--- src/rtl/dcache_port_arbiter.sv ---
// dcache_port_arbiter: shares the single D$ request port between the MEM
// stage (port 0) and the page-table walker (port 1). One owner at a time,
// grant held until the owner drops its request, and a forced idle gap
// between owners so the D$ always sees a fresh request assertion.
module dcache_port_arbiter #(
    parameter int FIXED_PRIO = 0,    // 0: round-robin, 1: PTW wins ties
    parameter int TIMEOUT    = 1024  // OWN cycles without done before timeout_err
) (
    input  logic        clk,
    input  logic        reset,

    // port 0: MEM stage
    input  logic        mem_en,
    input  logic [63:0] mem_addr,
    input  logic        mem_write_en,
    input  logic [63:0] mem_wdata,
    input  logic [1:0]  mem_wlen,
    output logic        mem_gnt,
    output logic [63:0] mem_rdata,
    output logic        mem_rvalid,
    output logic        mem_write_done,

    // port 1: page-table walker
    input  logic        ptw_en,
    input  logic [63:0] ptw_addr,
    input  logic        ptw_write_en,
    input  logic [63:0] ptw_wdata,
    input  logic [1:0]  ptw_wlen,
    output logic        ptw_gnt,
    output logic [63:0] ptw_rdata,
    output logic        ptw_rvalid,
    output logic        ptw_write_done,

    // shared D$ request port
    output logic        dc_en,
    output logic [63:0] dc_in_addr,
    output logic        dc_write_en,
    output logic [63:0] dc_in_wdata,
    output logic [1:0]  dc_in_wlen,
    input  logic [63:0] dc_out_rdata,
    input  logic        dc_out_rvalid,
    input  logic        dc_out_write_done,

    output logic        timeout_err
);

    localparam int          NUM_PORTS = 2;
    localparam bit          PRIO_PTW  = (FIXED_PRIO != 0);
    localparam logic [31:0] TMO       = TIMEOUT;

    typedef enum logic [1:0] {
        IDLE = 2'd0,
        OWN0 = 2'd1,
        OWN1 = 2'd2,
        GAP  = 2'd3
    } state_t;

    state_t      state;
    logic        last;   // last owner; 1 out of reset so port 0 wins the first tie
    logic [15:0] cnt;    // OWN cycles since grant or last done

    // requests gathered into per-port arrays, index 0 = MEM, 1 = PTW
    logic [NUM_PORTS-1:0]       req_en;
    logic [NUM_PORTS-1:0]       req_we;
    logic [NUM_PORTS-1:0][63:0] req_addr;
    logic [NUM_PORTS-1:0][63:0] req_wdata;
    logic [NUM_PORTS-1:0][1:0]  req_wlen;
    logic [NUM_PORTS-1:0]       own;
    logic [NUM_PORTS-1:0]       rvalid;
    logic [NUM_PORTS-1:0]       wdone;

    assign req_en    = {ptw_en, mem_en};
    assign req_we    = {ptw_write_en, mem_write_en};
    assign req_addr  = {ptw_addr, mem_addr};
    assign req_wdata = {ptw_wdata, mem_wdata};
    assign req_wlen  = {ptw_wlen, mem_wlen};

    // the registered grants are the one-hot owner vector
    assign own = {ptw_gnt, mem_gnt};

    // Responses go only to the current owner, and only while it still
    // requests; anything arriving in IDLE/GAP or after an abort is dropped.
    for (genvar p = 0; p < NUM_PORTS; p++) begin : g_port
        assign rvalid[p] = dc_out_rvalid     & own[p] & req_en[p];
        assign wdone[p]  = dc_out_write_done & own[p] & req_en[p];
    end

    assign mem_rvalid     = rvalid[0];
    assign ptw_rvalid     = rvalid[1];
    assign mem_write_done = wdone[0];
    assign ptw_write_done = wdone[1];

    // read data is broadcast; consumers qualify it with their rvalid
    assign mem_rdata = dc_out_rdata;
    assign ptw_rdata = dc_out_rdata;

    // Arbitration in IDLE: a lone requester wins; on a tie PTW wins under
    // fixed priority, otherwise whichever port did not own the bus last.
    logic pick0, pick1;
    assign pick1 = ptw_en & (~mem_en | PRIO_PTW | ~last);
    assign pick0 = mem_en & ~pick1;

    // watchdog: any owner response restarts the count
    logic        done;
    logic [15:0] cnt_sat;
    logic        cnt_hit;
    assign done    = |(rvalid | wdone);
    assign cnt_sat = (cnt == 16'hFFFF) ? cnt : cnt + 16'd1;
    assign cnt_hit = ({16'd0, cnt_sat} >= TMO);

    // Steer the owner's request to the D$ unregistered; zero when unowned.
    always_comb begin
        dc_en       = 1'b0;
        dc_in_addr  = '0;
        dc_write_en = 1'b0;
        dc_in_wdata = '0;
        dc_in_wlen  = '0;
        for (int p = 0; p < NUM_PORTS; p++) begin
            if (own[p]) begin
                dc_en       = req_en[p];
                dc_in_addr  = req_addr[p];
                dc_write_en = req_we[p];
                dc_in_wdata = req_wdata[p];
                dc_in_wlen  = req_wlen[p];
            end
        end
    end

    // Ownership FSM with registered grants, last-owner bit and watchdog.
    always_ff @(posedge clk) begin
        if (reset) begin
            state       <= IDLE;
            last        <= 1'b1;
            cnt         <= '0;
            timeout_err <= 1'b0;
            mem_gnt     <= 1'b0;
            ptw_gnt     <= 1'b0;
        end else begin
            // count only while someone owns the port; the counter sits at
            // zero elsewhere so every new grant starts from a clean count
            if (state == OWN0 || state == OWN1) begin
                if (done) begin
                    cnt <= '0;
                end else begin
                    cnt <= cnt_sat;
                    if (cnt_hit)
                        timeout_err <= 1'b1;
                end
            end else begin
                cnt <= '0;
            end

            case (state)
                IDLE: begin
                    if (pick0) begin
                        state   <= OWN0;
                        mem_gnt <= 1'b1;
                    end else if (pick1) begin
                        state   <= OWN1;
                        ptw_gnt <= 1'b1;
                    end
                end
                // the MEM stage keeps en high past done until it advances,
                // so ownership ends only on the request falling
                OWN0: begin
                    if (!mem_en) begin
                        state   <= GAP;
                        last    <= 1'b0;
                        mem_gnt <= 1'b0;
                    end
                end
                OWN1: begin
                    if (!ptw_en) begin
                        state   <= GAP;
                        last    <= 1'b1;
                        ptw_gnt <= 1'b0;
                    end
                end
                // one dead cycle so dc_en never stays high across owners
                GAP: state <= IDLE;
                default: begin
                    state   <= IDLE;
                    mem_gnt <= 1'b0;
                    ptw_gnt <= 1'b0;
                end
            endcase
        end
    end

endmodule

--- config.mk ---
export PLATFORM = sky130hd
export DESIGN_NAME = dcache_port_arbiter
export DESIGN_NICKNAME = d
export VERILOG_FILES = /design/src/rtl/dcache_port_arbiter.sv
export SDC_FILE = /design/constraint.sdc
export NUM_CORES = 1
export LEC_CHECK = 0
export BUFFER_PORTS_ARGS = -buffer_cell sky130_fd_sc_hd__buf_2
export CORE_AREA = 2 2 235 237
export CTS_CLUSTER_DIAMETER = 50
export DETAILED_ROUTE_END_ITERATION = 8
export DIE_AREA = 0 0 237 239
export PLACE_DENSITY = 0.31
export SETUP_SLACK_MARGIN = 0.4
export SYNTH_ARGS = -nofsm -noshare
export SYNTH_HDL_FRONTEND = slang
export SYNTH_SLANG_ARGS = --single-unit
--- constraint.sdc ---
create_clock -name clk -period 2.9 [get_ports clk]
set_input_delay 0.145 -clock clk [delete_from_list [all_inputs] [get_ports clk]]
set_output_delay 0.145 -clock clk [all_outputs]
set_load 0.005 [all_outputs]
==> results <==
- The flow ran to the end, and the final reports show no timing, DRC or antenna violations.
- The clock skew is 0.00577 ns.
- Summed over all cells, the static leakage comes to 2.86 nW.
- The cell type of the slowest stage on the worst timing path is nor2b_4.
- Of the cells placed in the final design, the portion with a size suffix greater than 1 is 0.614.
- The synthesized instance count is 450.
- In the final routed layout, each cell accounts on average for 23.0 µm.
- The net count of the finished layout is 1050.
- Once the clock tree was built, the setup fixing pass inserted 0 buffers.
- The via density per instance is 3.36.
- The number of instances on the worst hold path is 2.
- The most used flip-flop cell after synthesis is dfxtp_1.
- In this run, placement finished with an instance count of 1412.
- STA classifies the critical path startpoint as a register.
- CTS built an H-tree with a depth of 1.
- Counting stages on the worst path, the most repeated cell is buf_12.
- Across every metal layer, demand over resource in global routing totals 0.107.
- The fraction of synthesized cell area in xor and xnor cells is 0.00736.
- For this run, design rule violations remaining after detail routing come to 0.
- The horizontal die dimension is 237 µm.
- The final layout contains routed wiring with a total length of 32800 µm.
- The worst setup slack for register-to-register paths is 0.91 ns.
- The DRC marker count from the first detailed-route iteration is 191.
- The worst register-to-register path has a depth of 5.
- Setup total negative slack on the finished layout was measured at 0 ns.
- Excluding fillers, the count of instances in the completed layout stands at 1428.
- The number of buffers and inverters on the critical path is 3.
- The area fraction of the dominant cell type after synthesis is 0.326.
- The clock-pin transition on the worst setup and hold timing paths is 0.06 ns.
- For this block, the via count after detailed routing is 4798.
- The cell area that synthesis handed to floorplanning was 0.00357 mm².
- The hold path endpoint is ptw_gnt.
- The max-slew violation count came to 0.
- Sorting the synthesized cells by area gives the leading types as a22o_1, buf_4, dfxtp_1.
- For this run, the share of the core covered by cells in the final layout is 0.104.
- The remaining number of nets flagged by the antenna check after routing is 0.
- In this design, the largest share of critical-path delay is due to buffers and inverters.
- The post-synthesis mux area share is 0.00841.
- The kind of end point of the critical path is an output pin.
- The first-pass detailed-route iteration total is 5.
- The tightest min-delay check is of the in2reg type.
- In the post-route analysis, the smallest setup slack over all paths is 0.559 ns.
- The power per cell area is 689 mW/mm².
- The number of warnings printed during yosys synthesis is 0.
- The count of flip-flops with a built-in enable after synthesis is 0.
- Prior to clock tree synthesis, the placed netlist has a worst setup slack of 0.803 ns.
- Clock latency on the worst-skew pair, taken at its later pin, is 0.27 ns.
- Counting distinct cell types in the post-synthesis netlist gives 47.
- After clock tree synthesis, the flow added hold-fix buffers numbering 0.
- The start-to-end type of the worst setup path is reg2out.
- At the worst endpoint, the required time is 2.76 ns.
- The number of antenna violations at the first check in global routing is 41.
- The final worst-path cycle share is 0.807.
- After clock tree synthesis, the repair step resized 0 gates.
- Of all flip-flops after synthesis, the portion carrying an async set or reset was 0.
- The max-capacitance violation count is 0.
- The initial standard-cell utilization of the core is 0.0657.
- Static timing analysis puts the maximum clock frequency at 0.427 GHz.
- The I/O pin total is 599.
- Entering global routing, the biggest net connects 114 pins.
- The total overflow reported by the global router is 0.
- At the worst endpoint, the arrival time is 2.20 ns.
- The number of flip-flops and latches in the synthesized netlist is 22.
- For the pin with the worst max-slew slack, the measured transition is 0.760 ns.
- The largest area contributor in the synthesized netlist is a22o_1.
- The placed cell area is 0.00554 mm².
- The first global-routing pass estimated 40600 µm of wire.
- Counting instances in the post-synthesis netlist gives the leading cell types as a22o_1, buf_4, clkbuf_1.
- The destination of the worst register-to-register timing path is cnt[1].
- The minimum period implied by the final worst setup slack is 2.34 ns.
- The share of synthesized cell area in and, or, nand and nor gates is 0.131.
- The number of global-route vias before repair is 4434.
- The TritonCTS clock tree is built.
- The worst hold path startpoint is reset.
- The startpoint of the lowest-slack register-to-register path is cnt[0].
- The final setup violation count is 0.
- Counting the fill cells in the layout gives 6417.
- The area fraction in compound gates after synthesis is 0.392.
- The die covers 0.0566 mm².
- The total CTS buffers is 3.
- The fraction of the mapped netlist area in adder cells is 0.0175.
- In this run the vertical extent of the chip is 239 µm.
- The clock tree buffer depth is 2.
- The dominant cell by count in the synthesized netlist is a22o_1.
- The wire-length estimate of the detail-placed layout is 29600 µm.
- The cell at the root of the clock tree is clkbuf_16.
- The growth of design area from synthesis to finish is 58.7%.
- The finished cells cover 0.00567 mm².
- The largest stage delay on the critical path is 0.49 ns.
- In this run the tool buffered the top-level ports with 406 buffer cells.
- In this run the mean area of a mapped cell was 7.94 µm².
- Setup repair after global routing left no endpoint under its margin.
- Row generation in the floorplan step produced 86 rows.
- The synthesized netlist net count is 787.
- The final hold violation count was 0.
- At the end of routability-driven placement, the weighted congestion stood at 0.788.
- The core region area is 0.0543 mm².
- The share of the Yosys chip area taken by registers is 0.123.
- IR analysis of the VDD net gives a maximum drop of 0.571 mV.
- The tree built by TritonCTS fans out to 22 sinks.
- The dominant combinational cell family by area after synthesis is compound AO/OA/AOI/OAI gates.
- In this run the worst path has a maximum fanout of 36.
- The worst pin sits at a relative slew slack of 0.493.
- The signal on the critical path passes through nor2b_4 > buf_12 > buf_12 > a22o_1 > buf_2.
[worst register-to-register path, cell delays in order (launching register included)]
cell	delay, ns
dfxtp_1	0.42
ha_1	0.28
nand4_1	0.26
nor4_4	0.61
mux2i_1	0.26
nor2_1	0.05
[cell families (layout without fill, tap and decap cells)]
family,Yosys count,count (layout)
buffers and inverters,171,433
xor gates and xnor gates,3,3
DFF,22,22
and+or+nand+nor,75,75
other,0,12
muxes,3,3
AOI/OAI and AO/OA,171,171
adders and majority gates,5,5
[worst max path at each step]
stage                   from              end  depth (start not counted)
global route         mem_gnt  dc_in_wdata[59]                          5
finish               mem_gnt  dc_in_wdata[59]                          5
global placement     mem_gnt  dc_in_wdata[59]                          5
detailed placement   mem_gnt  dc_in_wdata[59]                          5
floorplan           state[0]           cnt[9]                          6
CTS                  mem_gnt  dc_in_wdata[59]                          5
[per-layer routing]
layer	GRT usage	up-vias	part of all wire	wire length [µm]
met3	0.0855	92	0.18	5950
met2	0.155	437	0.41	13400
li1	-	2116	-	-
met4	0.0418	24	0.045	1460
met1	0.115	2129	0.36	11900
met5	0	-	0.0048	156
[registers in the layout (all words and copies together) (netlist names)]
signal	flops
cnt	16
state	2
last	1
mem_gnt	1
ptw_gnt	1
timeout_err	1
[through the flow]
| step | total power, mW | hold slack (ns) |
|---|---|---|
| finish | 3.90 | 0.153 |
| global route | 4.19 | 0.173 |
| CTS | 3.96 | 0.154 |
| detailed placement | 3.59 | 0.290 |
| global placement | 3.58 | 0.290 |
| floorplan | 2.06 | 0.214 |
[power breakdown]
group | total (mW) | internal (mW) | switching (mW)
registers | 0.458 | 0.344 | 0.114
logic | 3.08 | 1.52 | 1.56
clock network | 0.370 | 0.240 | 0.129
total | 3.90 | 2.10 | 1.80
[placed cells by master (no fill, tap or decap), types with 3 or more instances in the layout]
cell,count
buf_2,406
a22o_1,133
dfxtp_1,21
buf_4,14
diode_2,12
nor2_1,12
nand2_1,11
a21oi_1,11
nand3_1,10
and3_1,7
inv_1,6
nand2b_1,6
o21ai_0,5
o211ai_1,5
ha_1,5
nand4_1,4
a31oi_1,4
clkbuf_16,4
o21ai_1,3
or3_1,3
mux2i_1,3
nor3_1,3
buf_12,3
[cell type report]
cell class	count	area, µm²	share of cell area
diodes	12	30.0	0.00530
inverters	6	22.5	0.00397
multi-input cells	257	1990	0.352
flip-flops and latches	22	444	0.0784
well taps	704	881	0.155
clock buffers	4	100	0.0177
repair buffers	423	2200	0.388
No activity file was read; power rests on OpenSTA's default activity.
